<file path="config.mk">
export PLATFORM = sky130hd
export DESIGN_NAME = spi_flash_rd_seq_flat
export DESIGN_NICKNAME = d
export VERILOG_FILES = /design/src/rtl/spi_flash_rd_seq_if.sv /design/src/rtl/spi_flash_rd_seq.sv /design/src/flat_wrapper.sv
export SDC_FILE = /design/constraint.sdc
export NUM_CORES = 1
export LEC_CHECK = 0
export BUFFER_PORTS_ARGS = -buffer_cell sky130_fd_sc_hd__buf_2
export CAP_MARGIN = 20
export CORE_ASPECT_RATIO = 0.5
export CORE_MARGIN = 4
export CORE_UTILIZATION = 25
export CTS_BUF_LIST = sky130_fd_sc_hd__clkbuf_8
export CTS_CLUSTER_DIAMETER = 30
export DETAILED_ROUTE_END_ITERATION = 6
export MAX_ROUTING_LAYER = met4
export PLACE_DENSITY_LB_ADDON = 0.3
export SLEW_MARGIN = 20
export SYNTH_ARGS = -nofsm -noshare
export SYNTH_HDL_FRONTEND = slang
export SYNTH_SLANG_ARGS = --single-unit
</file>
<file path="constraint.sdc">
create_clock -name clk -period 3.05 [get_ports clk]
set_input_delay 0.305 -clock clk [delete_from_list [all_inputs] [get_ports clk]]
set_output_delay 0.305 -clock clk [all_outputs]
set_load 0.1 [all_outputs]
</file>
<file path="src/rtl/spi_flash_rd_seq_if.sv">
// Host request/word stream plus SPI flash master link
// for the burst read sequencer.
interface spi_flash_rd_seq_if;
  logic        req_valid;
  logic        req_ready;
  logic [23:0] req_addr;
  logic [7:0]  req_len;

  logic [31:0] rdata;
  logic        rdata_valid;
  logic        rdata_ready;
  logic        rdata_last;

  logic        busy;
  logic        err_timeout;

  logic [7:0]  m_command;
  logic [23:0] m_address;
  logic [7:0]  m_data_in;
  logic        m_validflag;
  logic        m_tready;
  logic [7:0]  m_data_out;

  modport slave (
    input  req_valid,
    input  req_addr,
    input  req_len,
    input  rdata_ready,
    input  m_tready,
    input  m_data_out,
    output req_ready,
    output rdata,
    output rdata_valid,
    output rdata_last,
    output busy,
    output err_timeout,
    output m_command,
    output m_address,
    output m_data_in,
    output m_validflag
  );

  modport master (
    output req_valid,
    output req_addr,
    output req_len,
    output rdata_ready,
    output m_tready,
    output m_data_out,
    input  req_ready,
    input  rdata,
    input  rdata_valid,
    input  rdata_last,
    input  busy,
    input  err_timeout,
    input  m_command,
    input  m_address,
    input  m_data_in,
    input  m_validflag
  );
endinterface

</file>
<file path="src/rtl/spi_flash_rd_seq.sv">
// Burst read sequencer: one single-byte READ per byte,
// packed little-endian into 32-bit words with timeout abort.
module spi_flash_rd_seq #(
  parameter logic [7:0]  CMD_READ = 8'h03,
  parameter int unsigned TIMEOUT  = 1024,
  parameter int unsigned TO_W     = 11
) (
  input logic clk,
  input logic rst,
  spi_flash_rd_seq_if.slave bus
);

  typedef enum logic [1:0] {
    IDLE,
    ISSUE,
    WAIT,
    PUSH
  } state_e;

  localparam logic [TO_W-1:0] TO_LAST =
    TO_W'(TIMEOUT - 1);

  state_e          state_q;
  logic [23:0]     addr_q;
  logic [23:0]     addr_d;
  logic [8:0]      rem_q;
  logic [8:0]      rem_d;
  logic [1:0]      lane_q;
  logic [31:0]     word_q;
  logic [31:0]     word_d;
  logic [TO_W-1:0] to_q;
  logic [7:0]      cmd_q;
  logic            vf_q;
  logic            rv_q;
  logic            rl_q;
  logic            rr_q;
  logic            busy_q;
  logic            err_q;
  logic            fill_done;

  always_comb begin
    addr_d = addr_q + 24'd1;
    rem_d  = rem_q - 9'd1;
    word_d = word_q;
    unique case (lane_q)
      2'd0: word_d[7:0]   = bus.m_data_out;
      2'd1: word_d[15:8]  = bus.m_data_out;
      2'd2: word_d[23:16] = bus.m_data_out;
      2'd3: word_d[31:24] = bus.m_data_out;
      default: word_d = word_q;
    endcase
  end

  // Word closes on a full lane set or on the burst's final byte
  assign fill_done = (lane_q == 2'd3) ||
                     (rem_q == 9'd1);

  always_ff @(posedge clk or negedge rst) begin
    if (!rst) begin
      state_q <= IDLE;
      addr_q  <= '0;
      rem_q   <= '0;
      lane_q  <= '0;
      word_q  <= '0;
      to_q    <= '0;
      cmd_q   <= '0;
      vf_q    <= 1'b0;
      rv_q    <= 1'b0;
      rl_q    <= 1'b0;
      rr_q    <= 1'b1;
      busy_q  <= 1'b0;
      err_q   <= 1'b0;
    end else begin
      unique case (state_q)
        IDLE: begin
          if (bus.req_valid && rr_q) begin
            addr_q  <= bus.req_addr;
            rem_q   <= (bus.req_len == 8'd0) ?
                       9'd256 : {1'b0, bus.req_len};
            lane_q  <= '0;
            word_q  <= '0;
            err_q   <= 1'b0;
            cmd_q   <= CMD_READ;
            vf_q    <= 1'b1;
            rr_q    <= 1'b0;
            busy_q  <= 1'b1;
            state_q <= ISSUE;
          end
        end
        ISSUE: begin
          vf_q    <= 1'b0;
          to_q    <= '0;
          state_q <= WAIT;
        end
        WAIT: begin
          if (bus.m_tready) begin
            word_q <= word_d;
            rem_q  <= rem_d;
            if (fill_done) begin
              rv_q    <= 1'b1;
              rl_q    <= (rem_q == 9'd1);
              state_q <= PUSH;
            end else begin
              lane_q  <= lane_q + 2'd1;
              addr_q  <= addr_d;
              vf_q    <= 1'b1;
              state_q <= ISSUE;
            end
          end else if (to_q == TO_LAST) begin
            // Abort: partial word is never delivered
            err_q   <= 1'b1;
            word_q  <= '0;
            rr_q    <= 1'b1;
            busy_q  <= 1'b0;
            state_q <= IDLE;
          end else begin
            to_q <= to_q + 1'b1;
          end
        end
        PUSH: begin
          if (bus.rdata_ready) begin
            rv_q <= 1'b0;
            rl_q <= 1'b0;
            if (rem_q == 9'd0) begin
              rr_q    <= 1'b1;
              busy_q  <= 1'b0;
              state_q <= IDLE;
            end else begin
              word_q  <= '0;
              lane_q  <= '0;
              addr_q  <= addr_d;
              vf_q    <= 1'b1;
              state_q <= ISSUE;
            end
          end
        end
        default: state_q <= IDLE;
      endcase
    end
  end

  assign bus.req_ready   = rr_q;
  assign bus.busy        = busy_q;
  assign bus.err_timeout = err_q;
  assign bus.rdata       = word_q;
  assign bus.rdata_valid = rv_q;
  assign bus.rdata_last  = rl_q;
  assign bus.m_command   = cmd_q;
  assign bus.m_address   = addr_q;
  assign bus.m_data_in   = 8'h00;
  assign bus.m_validflag = vf_q;

endmodule

</file>
<file path="src/flat_wrapper.sv">
// flat-port wrapper written by rule: the top's interface ports become plain ports
module spi_flash_rd_seq_flat 
#(
  parameter logic [7:0]  CMD_READ = 8'h03,
  parameter int unsigned TIMEOUT  = 1024,
  parameter int unsigned TO_W     = 11
)
  (clk, rst, bus_req_valid, bus_req_addr, bus_req_len, bus_rdata_ready, bus_m_tready, bus_m_data_out, bus_req_ready, bus_rdata, bus_rdata_valid, bus_rdata_last, bus_busy, bus_err_timeout, bus_m_command, bus_m_address, bus_m_data_in, bus_m_validflag);
  spi_flash_rd_seq_if bus_i ();
  input logic clk;
  input logic rst;
  input wire logic [$bits(bus_i.req_valid)-1:0] bus_req_valid;
  input wire logic [$bits(bus_i.req_addr)-1:0] bus_req_addr;
  input wire logic [$bits(bus_i.req_len)-1:0] bus_req_len;
  input wire logic [$bits(bus_i.rdata_ready)-1:0] bus_rdata_ready;
  input wire logic [$bits(bus_i.m_tready)-1:0] bus_m_tready;
  input wire logic [$bits(bus_i.m_data_out)-1:0] bus_m_data_out;
  output wire logic [$bits(bus_i.req_ready)-1:0] bus_req_ready;
  output wire logic [$bits(bus_i.rdata)-1:0] bus_rdata;
  output wire logic [$bits(bus_i.rdata_valid)-1:0] bus_rdata_valid;
  output wire logic [$bits(bus_i.rdata_last)-1:0] bus_rdata_last;
  output wire logic [$bits(bus_i.busy)-1:0] bus_busy;
  output wire logic [$bits(bus_i.err_timeout)-1:0] bus_err_timeout;
  output wire logic [$bits(bus_i.m_command)-1:0] bus_m_command;
  output wire logic [$bits(bus_i.m_address)-1:0] bus_m_address;
  output wire logic [$bits(bus_i.m_data_in)-1:0] bus_m_data_in;
  output wire logic [$bits(bus_i.m_validflag)-1:0] bus_m_validflag;
  assign bus_i.req_valid = bus_req_valid;
  assign bus_i.req_addr = bus_req_addr;
  assign bus_i.req_len = bus_req_len;
  assign bus_i.rdata_ready = bus_rdata_ready;
  assign bus_i.m_tready = bus_m_tready;
  assign bus_i.m_data_out = bus_m_data_out;
  assign bus_req_ready = bus_i.req_ready;
  assign bus_rdata = bus_i.rdata;
  assign bus_rdata_valid = bus_i.rdata_valid;
  assign bus_rdata_last = bus_i.rdata_last;
  assign bus_busy = bus_i.busy;
  assign bus_err_timeout = bus_i.err_timeout;
  assign bus_m_command = bus_i.m_command;
  assign bus_m_address = bus_i.m_address;
  assign bus_m_data_in = bus_i.m_data_in;
  assign bus_m_validflag = bus_i.m_validflag;
  spi_flash_rd_seq #(.CMD_READ(CMD_READ), .TIMEOUT(TIMEOUT), .TO_W(TO_W)) u_core (.clk(clk), .rst(rst), .bus(bus_i));
endmodule
</file>
==> results.md, run 1 <==
- Outcome: complete, no violations
- Synth warn: 0
- FMAX: 400 MHz
- Power Internal: 2660 uW
- Crit path time final: 2500 ps
- Initial Util: 0.258
- WP data required: 3320 ps
- H-tree Lvls: 3
- CP delay by family, top: simple AND/OR/NAND/NOR gates
- Least-Margin Pin Slew: 814 ps
- Initial DRC Count: 291
- Startpoint type of the worst setup path: flip-flop
- Distinct cell type count after synthesis: 70
- Top cells by count, synth: 86 x dfrtp_1, 44 x nand2_1, 43 x nor2_1
- Syn-to-layout area delta: 20.2%
- Routed Wire Length: 15500 um
- DRT Pass-1 Iters: 5
- Dpl ws: 573 ps
- Primary FF master, synth: dfrtp_1
- Cts repair resizes: 0
- Reg clk slew, reported paths: 100 ps
- Die Ht: 106 um
- Ranking of synthesized cells by area: dfrtp_1 45%, a22o_2 5.0%, nand2_1 3.4%
- Top cell by count, worst path: nor2_1
- HPWL Detailed: 11300 um
- Clock sink total: 87
- Slew HR: 0.453
- Unrepaired setup endpoints after global routing: no
- Max cap viols: 0
- Setup Skew: 7.24 ps
- Fin nets: 661
- Post-CTS Setup Bufs: 0
- Syn Area/Cell: 9.59 um2
- Comb power frac: 0.598
- Ports: 123
- Worst-Skew Late Latency: 370 ps
- Mapped Cells: 501
- Switch Pwr: 4130 uW
- Clk buf depth: 2
- Pwr Density: 1180 nW/um2
- Slowest cell delay on critical path: 520 ps
- Fill cell count: 1968
- First-pass GRT wire length: 24200 um
- Post-DR wirelength/cell: 17.8 um
- Total gr overflow: 0
- Sw Share: 0.609
- Synth top area share: 0.448
- TNS Setup: 0 ps
- Vias in the first global route: 4163
- TritonCTS clock tree: built
- All-Layer GR Usage: 0.144
- Worst Slack Setup Final: 551 ps
- CP bufs+invs: 1
- Die ar.: 21600 um2
- Area of the mapped netlist: 4810 um2
- Ys async rst share: 1.00
- Layout cells sized above 1: 0.296
- CTS root buffer: clkbuf_8
- Tightest Hold Check Type: input pin to flip-flop
- Final worst path period share: 0.819
- Leakage: 0.00266 uW
- Final setup fails: 0
- Clk pwr share: 0.121
- FF+latch count, synth: 87
- Core Area: 18600 um2
- Die width: 204 um
- Worst-path cell with the longest stage delay: nor4b_1
- Sequential element share of the synthesized area: 0.453
- Most numerous cell in the Yosys netlist: dfrtp_1
- Total Power: 6790 uW
- EDFF count, synth: 0
- Critical path peak fanout: 7
- Cell Chain, Critical Path: inv_1 > ha_1 > nor4b_1 > a211oi_2 > nor2_1 > nor2_1 > o221a_1
- Antenna Cells: 0
- Largest net degree at the start of global routing: 51
- Yosys top cell by area: dfrtp_1
- Final Util: 0.310
- Hold Vio Cnt, Final: 0
- RD Place Congestion: 0.825
- Rows: 35
- Sequential Power Share: 0.281
- Crit path kind: flip-flop to flip-flop
- Num CTS Buffers: 9
- Setup crit end kind: flip-flop
- Input/output buffers: 108
- Post-route antenna net violation count: 0
- Final Cell Area: 5780 um2
- Max Slew Vio Count: 0
- Via/cell ratio: 5.02
- Vias: 4373
- Initial antenna violation count: 0
- DRC: 0
- Area after DPL: 5580 um2
- VDD IR max: 0.000348 V
- CP Data Arrival Time: 2770 ps
[power by group through the flow]
stage	sequential, uW	combinational [uW]	clock [uW]
global placement	1920	4050	0
finish	1910	4060	822
CTS	1910	4070	847
detailed placement	1920	4070	0
floorplan	3420	1480	0
global route	1980	4290	897
[sequential cells by signal, indices dropped and copies added, names as in the netlist, 2 cells and up]
| name | count |
|---|---|
| u_core.state_q | 2 |
| u_core.to_q | 11 |
| u_core.bus.m_address | 24 |
| u_core.lane_q | 2 |
| u_core.bus.rdata | 32 |
| u_core.rem_q | 9 |
[tightest hold or removal path: cells and delay by family]
family | cells | cell delay (ps)
AOI/OAI and AO/OA | 1 | 50
buffers and inverters | 1 | 80
and+or+nand+nor | 1 | 70
[what timing repair did]
item	CTS	global route
setup endpoints to repair	0	0
endpoints found under the hold margin	47	0
hold buffers	1	0
[kinds of logic after synthesis]
group,synth area share
flip-flops,0.453
other,0.000780
adder cells (fa/ha/maj),0.0234
AND/OR/NAND/NOR,0.201
buffers and inverters,0.0659
AO/OA/AOI/OAI,0.233
XOR/XNOR,0.00365
multiplexers,0.0190
[path summary, 6_finish.rpt]
kind	from	endpoint	slack (ps)	depth (start not counted)
min in group asynchronous	rst	u_core.bus.m_address[20]	500	2
worst min register to register	u_core.bus.rdata_last	u_core.bus.rdata_last	490	1
worst min-delay path	bus_req_addr[5]	u_core.bus.m_address[5]	170	3
worst max register to register	u_core.rem_q[1]	u_core.bus.m_address[8]	550	7
max in group asynchronous	rst	u_core.bus.rdata[31]	1780	3
worst max-delay path	u_core.rem_q[1]	u_core.bus.m_address[8]	550	7
[metal layers]
metal  routed length, um  GRT usage
met1                7460      0.204
met2                7060      0.215
met3                 824     0.0293
met4                 140     0.0268
met5                   0          -
[final cells by class]
class / instances / area, um2 / share of cell area
multi-input combinational: 371 / 2370 / 0.410
sequential: 87 / 2180 / 0.377
timing repair buffer: 125 / 673 / 0.117
tap: 259 / 324 / 0.0561
clock buffer: 9 / 124 / 0.0214
clock inverter: 7 / 62.6 / 0.0108
inverter: 13 / 48.8 / 0.00845
[layout by cell type (no fill, tap or decap), types with 9 or more instances in the layout]
| cell type | count |
|---|---|
| a22o_2 | 24 |
| buf_4 | 17 |
| nand2_1 | 44 |
| o21ai_0 | 32 |
| and3_1 | 15 |
| nand3_1 | 20 |
| conb_1 | 14 |
| clkbuf_8 | 9 |
| nor4_1 | 11 |
| buf_2 | 107 |
| a31oi_1 | 10 |
| nor3_1 | 16 |
| dfrtp_1 | 86 |
| a21oi_1 | 22 |
| ha_1 | 9 |
| inv_1 | 12 |
| nor2_1 | 43 |
| a22o_1 | 9 |
[per-stage QoR]
stage / hold slack (ps) / std cells
after global placement: 396 / 854
after detailed placement: 395 / 854
after global routing: 155 / 871
after floorplan: 9.41 / 514
after CTS: 155 / 871
final: 172 / 871
Power figures use the tool's default switching activity.
==> run 2, diff against run 1 <==
--- a/config.mk
+++ b/config.mk
@@ -5,6 +5,7 @@
 export SDC_FILE = /design/constraint.sdc
 export NUM_CORES = 1
 export LEC_CHECK = 0
+export ABC_AREA = 1
 export BUFFER_PORTS_ARGS = -buffer_cell sky130_fd_sc_hd__buf_2
 export CAP_MARGIN = 20
 export CORE_ASPECT_RATIO = 0.5
==> constraint.sdc (replaced) <==
create_clock -name clk -period 2.1 [get_ports clk]
set_input_delay 0.21 -clock clk [delete_from_list [all_inputs] [get_ports clk]]
set_output_delay 0.21 -clock clk [all_outputs]
set_load 0.1 [all_outputs]
==> results.md, run 2 <==
- Rows: 36 (+2.9%)
- All-Layer GR Usage: 0.136 (-0.00780)
- Layout cells sized above 1: 0.212 (-0.0837)
- FF+latch count, synth: 87 (unchanged)
- Initial antenna violation count: 0 (unchanged)
- WP data required: 2380 ps (-940 ps)
- DRC: 0 (unchanged)
- Most frequent cells in the layout: 267 x nand2_1, 107 x buf_2, 83 x dfrtp_1
- Slew HR: 0.638 (+0.185)
- Tightest Hold Check Type: input pin to flip-flop
- Die ar.: 23100 um2 (+7.0%)
- Worst Slack Setup Final: 149 ps (-402 ps)
- Commonest non-fill, non-tap cell in the layout: nand2_1
- Reg clk slew, reported paths: 110 ps (about the same)
- Worst-Skew Late Latency: 390 ps (+20 ps)
- Least-Margin Pin Slew: 542 ps (-272 ps)
- Top cells by count, synth: 267 x nand2_1, 86 x dfrtp_1, 70 x nor2_1
- Area of the multi-input gates: 2560 um2 (+8.4%)
- Via/cell ratio: 4.45 (-11%)
- Core Area: 19900 um2 (+6.7%)
- Synth warn: 0 (unchanged)
- R2R depth: 11 (+4)
- TNS Setup: 0 ps (unchanged)
- Largest net degree at the start of global routing: 43 (-16%)
- Primary FF master, synth: dfrtp_1
- EDFF count, synth: 0 (unchanged)
- Crit path from: u_core.rem_q[0]
- H-tree Lvls: 3 (unchanged)
- HPWL Detailed: 11300 um (-0.27%)
- Yosys top cell by area: dfrtp_1
- Initial DRC Count: 266 (-8.6%)
- Final Cell Area: 6160 um2 (+6.6%)
- Startpoint type of the worst setup path: flip-flop
- Max FFs per register: 32 (unchanged)
- Area of the mapped netlist: 5160 um2 (+7.4%)
- Num CTS Buffers: 9 (unchanged)
- Crit path kind: flip-flop to flip-flop
- Synth top area share: 0.417 (-0.0308)
- Top cell by count, worst path: nand2_1
- Vias: 4872 (+11%)
- CP delay by family, top: simple AND/OR/NAND/NOR gates
- Mapped Cells: 714 (+43%)
- Post-DR wirelength/cell: 13.9 um (-22%)
- Setup Skew: 23.0 ps (+15.8 ps)
- Die width: 211 um (+3.5%)
- CP bufs+invs: 2 (+1)
- Syn-to-layout area delta: 19.3%
- Clock sink total: 87 (unchanged)
- First-pass GRT wire length: 24200 um (about the same)
- Post-route antenna net violation count: 0 (unchanged)
- Slowest cell delay on critical path: 410 ps (-110 ps)
- Final worst path period share: 0.929 (+0.110)
- Final setup fails: 0 (unchanged)
- Input/output buffers: 108 (unchanged)
- Vias in the first global route: 4542 (+9.1%)
- Unrepaired setup endpoints after global routing: yes
- Outcome: complete, no violations
- Hold Vio Cnt, Final: 0 (unchanged)
- Reg2reg start: u_core.rem_q[0]
- Register Area: 2180 um2 (+0.17%)
- Initial Util: 0.260 (+0.00161)
- Final Util: 0.310 (-0.000359)
- Cell Chain, Critical Path: inv_1 > ha_1 > inv_1 > nor2_1 > nand2_1 > nor2_1 > nand2_1 > o211ai_2 > nor2_4 > nand2_1 > nand2_1
- DRT Pass-1 Iters: 5 (unchanged)
- TritonCTS clock tree: built
- Fin nets: 879 (+33%)
- Syn Area/Cell: 7.23 um2 (-25%)
- Distinct cell type count after synthesis: 41 (-41%)
- Sequential element share of the synthesized area: 0.422 (-0.0312)
- CTS root buffer: clkbuf_8
- CP Data Arrival Time: 2230 ps (-540 ps)
- Routed Wire Length: 15200 um (-1.6%)
- Ranking of synthesized cells by area: dfrtp_1 42%, nand2_1 19%, nor2_1 5.1%
- FMAX: 513 MHz (+28%)
- Antenna Cells: 0 (unchanged)
- Dpl ws: 141 ps (-432 ps)
- Fill cell count: 2156 (+9.6%)
- Hold Crit Depth: 5 (+2)
- Max cap viols: 0 (unchanged)
- FF-to-FF End: u_core.bus.rdata[7]
- Ports: 123 (unchanged)
- Die Ht: 110 um (+3.4%)
- Ys async rst share: 1.00 (unchanged)
- Worst-path cell with the longest stage delay: dfrtp_1
- Crit path time final: 1950 ps (-548 ps)
- Max Slew Vio Count: 0 (unchanged)
- Min-delay src: bus_req_addr[16]
- Area after DPL: 5950 um2 (+6.6%)
- Critical path peak fanout: 9 (+2)
- Total gr overflow: 0 (unchanged)
- R2R setup slack: 150 ps (-400 ps)
- Clk buf depth: 2 (unchanged)
- Setup crit end kind: flip-flop
- Most numerous cell in the Yosys netlist: nand2_1
- RD Place Congestion: 0.879 (+6.5%)
- Worst Hold End: u_core.bus.m_address[16]
## run 2: cell types whose count changed after synthesis, sizes merged, moves of 16 or more
cell   delta
nand2   +230
nor3     -16
inv      +46
nand3    +27
nor2     +36
a22o     -33
o21ai    +42
## run 2: through the flow
step	std cells	hold slack (ps)
after floorplan	727	-85.6
after global placement	1079	194
after detailed placement	1079	199
after CTS	1096	75.2
after global routing	1096	105
final	1096	103
## run 2: layout make-up
cell class                      count  area share
Timing Repair Buffer              122       0.108
Clock inverter                      7      0.0122
Tap cell                          266      0.0540
Sequential cell                    87       0.354
Inverter                           58      0.0354
Clock buffer                        9      0.0201
Multi-Input combinational cell    547       0.416
## run 2: how the worst max path moves through the flow
| stage | endpoint | slack, ps | cells after the start |
|---|---|---|---|
| global placement | u_core.bus.rdata[7] | 220 | 11 |
| CTS | u_core.bus.rdata[7] | 160 | 11 |
| global route | u_core.bus.rdata[4] | -30 | 11 |
| detailed placement | u_core.bus.rdata[1] | 140 | 11 |
| finish | u_core.bus.rdata[7] | 150 | 11 |
| floorplan | u_core.bus.m_address[19] | 0.4 | 9 |
## run 2: cells by family (layout without fill, tap and decap cells)
family / count (synthesis) / after routing / synth area share
fa+ha+maj: 9 / 9 / 0.0218
buf+inv: 93 / 196 / 0.0911
other cells: 1 / 14 / 0.000727
flops: 87 / 87 / 0.422
xor+xnor: 4 / 4 / 0.00679
compound gates: 103 / 103 / 0.112
simple gates: 417 / 417 / 0.345
## run 2: timing repair
action                                 in CTS  in global routing
setup buffers                               0                  0
gates resized for setup                     0                  1
hold buffers                                1                  0
setup endpoints to repair                   0                 38
endpoints found under the hold margin      27                  0
## run 2: worst min-delay path: cells and delay by family
family	cells	cell delay [ps]
buffers and inverters	1	70
and+or+nand+nor	4	190
## run 2: per-layer routing
layer,GRT usage,share of wire,vias up
met5,-,0,-
met4,0.0264,0.0076,0
met3,0.0308,0.036,11
met2,0.210,0.46,105
met1,0.185,0.49,2278
li1,-,-,2478
Power of run 2 is not shown: default switching activity piles up to over one toggle a cycle in this logic, so the estimate is an artifact.
==> run 3, diff against run 2 <==
--- a/config.mk
+++ b/config.mk
@@ -10,7 +10,7 @@
 export CAP_MARGIN = 20
 export CORE_ASPECT_RATIO = 0.5
 export CORE_MARGIN = 4
-export CORE_UTILIZATION = 25
+export CORE_UTILIZATION = 51
 export CTS_BUF_LIST = sky130_fd_sc_hd__clkbuf_8
 export CTS_CLUSTER_DIAMETER = 30
 export DETAILED_ROUTE_END_ITERATION = 6
==> results.md, run 3 (synthesis results as in run 2) <==
- Hold Vio Cnt, Final: 0 (unchanged)
- Vias: 4878 (+0.12%)
- Fill cell count: 875 (-59%)
- Antenna Cells: 0 (unchanged)
- Commonest non-fill, non-tap cell in the layout: nand2_1
- Rows: 25 (-31%)
- TritonCTS clock tree: built
- CTS root buffer: clkbuf_8
- R2R setup slack: 190 ps (+40 ps)
- WP data required: 2360 ps (-20 ps)
- RD Place Congestion: 0.908 (+3.3%)
- Routed Wire Length: 12600 um (-17%)
- Max FFs per register: 32 (unchanged)
- Vias in the first global route: 4285 (-5.7%)
- Tightest Hold Check Type: input pin to flip-flop
- Fin nets: 875 (-0.46%)
- Worst Hold End: u_core.bus.m_address[18]
- Max cap viols: 0 (unchanged)
- Least-Margin Pin Slew: 508 ps (-33.4 ps)
- Post-DR wirelength/cell: 13.1 um (-5.7%)
- Max Slew Vio Count: 0 (unchanged)
- Crit path kind: flip-flop to flip-flop
- Unrepaired setup endpoints after global routing: no
- Post-CTS Setup Bufs: 0 (unchanged)
- FMAX: 524 MHz (+2.2%)
- Initial DRC Count: 310 (+17%)
- Layout cells sized above 1: 0.208 (-0.00382)
- Final setup fails: 0 (unchanged)
- R2R depth: 11 (unchanged)
- Setup Skew: 16.8 ps (-6.23 ps)
- Via/cell ratio: 5.08 (+14%)
- Final worst path period share: 0.909 (-0.0199)
- Die Ht: 79.1 um (-28%)
- Clk buf depth: 2 (unchanged)
- Critical path peak fanout: 9 (unchanged)
- Most frequent cells in the layout: 267 x nand2_1, 107 x buf_2, 83 x dfrtp_1
- Min-delay src: bus_req_addr[18]
- DRT Pass-1 Iters: 5 (unchanged)
- Setup crit end kind: flip-flop
- Grt met3 use: 0.0490 (+0.0182)
- All-Layer GR Usage: 0.224 (+0.0879)
- Largest net degree at the start of global routing: 40 (-7.0%)
- Die width: 150 um (-29%)
- Initial Util: 0.536 (+0.276)
- Crit path time final: 1910 ps (-41.8 ps)
- Startpoint type of the worst setup path: flip-flop
- Most Used Layer, Global Route: met2
- Input/output buffers: 108 (unchanged)
- Outcome: complete, no violations
- Total gr overflow: 0 (unchanged)
- Clock sink total: 87 (unchanged)
- Worst-Skew Late Latency: 380 ps (about the same)
- Ports: 123 (unchanged)
- Reg2reg start: u_core.rem_q[0]
- Core Area: 9630 um2 (-51%)
- H-tree Lvls: 3 (unchanged)
- FF-to-FF End: u_core.bus.rdata[11]
- Hold Crit Depth: 5 (unchanged)
- Die ar.: 11900 um2 (-49%)
- Num CTS Buffers: 9 (unchanged)
- GR Util met2: 0.333 (+0.122)
- CP Data Arrival Time: 2170 ps (-60 ps)
- TNS Setup: 0 ps (unchanged)
- Initial antenna violation count: 0 (unchanged)
- Slew HR: 0.660 (+0.0223)
- DRC: 0 (unchanged)
- Reg clk slew, reported paths: 100 ps (about the same)
- Met1 global-route usage: 0.312 (+0.127)
- Syn-to-layout area delta: 15.6%
- HPWL Detailed: 9220 um (-18%)
- First-pass GRT wire length: 20800 um (-14%)
- Post-route antenna net violation count: 0 (unchanged)
==> run 3: how the worst max path moves through the flow <==
stage / start / end / slack (ps)
after floorplan: u_core.bus.m_address[10] / u_core.bus.m_address[19] / 0.4
after global placement: u_core.rem_q[0] / u_core.bus.rdata[13] / 180
after detailed placement: u_core.rem_q[0] / u_core.bus.rdata[2] / 200
after CTS: u_core.to_q[0] / u_core.bus.rdata[30] / 200
after global routing: u_core.rem_q[0] / u_core.bus.rdata[13] / 20
final: u_core.rem_q[0] / u_core.bus.rdata[11] / 190
==> run 3: cell type report <==
| class | instances | area (um2) | area share |
|---|---|---|---|
| multi-input cells | 547 | 2560 | 0.430 |
| flip-flops and latches | 87 | 2180 | 0.366 |
| repair buffers | 118 | 633 | 0.106 |
| inverters | 58 | 218 | 0.0365 |
| well taps | 135 | 169 | 0.0283 |
| clock buffers | 9 | 124 | 0.0208 |
| clock inverters | 7 | 75.1 | 0.0126 |
==> run 3: critical path: stages (launching register included) <==
cell      delay [ps]
dfrtp_1          410
inv_1            140
ha_1             160
inv_1             40
nor2_1            70
nand2_1           60
nor2_1           210
nand2_1          210
o211ai_2         240
nor2_4           100
nand2_1           90
nand2_1           60
==> run 3: repair_timing <==
| action | in CTS | in global routing |
|---|---|---|
| hold endpoints to repair | 30 | 0 |
| hold buffers | 1 | 0 |
| resized for setup | 0 | 1 |
| setup endpoints to repair | 0 | 3 |
==> run 3: layer usage <==
metal  vias up  part of all wire  routed length (um)
li1       2474                 -                   -
met2       170              0.44                5570
met3        18             0.074                 929
met4         0             0.014                 174
met1      2216              0.47                5910
met5         -                 0                   0
==> run 3: per-stage QoR <==
step | instances | utilization | setup WS, ps | instance area, um2 | hold slack [ps]
3_3_place_gp | 944 | 0.597 | 181 | 5750 | 189
3_5_place_dp | 944 | 0.597 | 197 | 5750 | 199
6_report | 961 | 0.619 | 191 | 5960 | 120
4_1_cts | 961 | 0.619 | 196 | 5960 | 94.5
5_1_grt | 961 | 0.619 | 19.0 | 5960 | 132
2_1_floorplan | 727 | - | 0.444 | 5210 | -85.6
Power of run 3 is left out for the same reason.
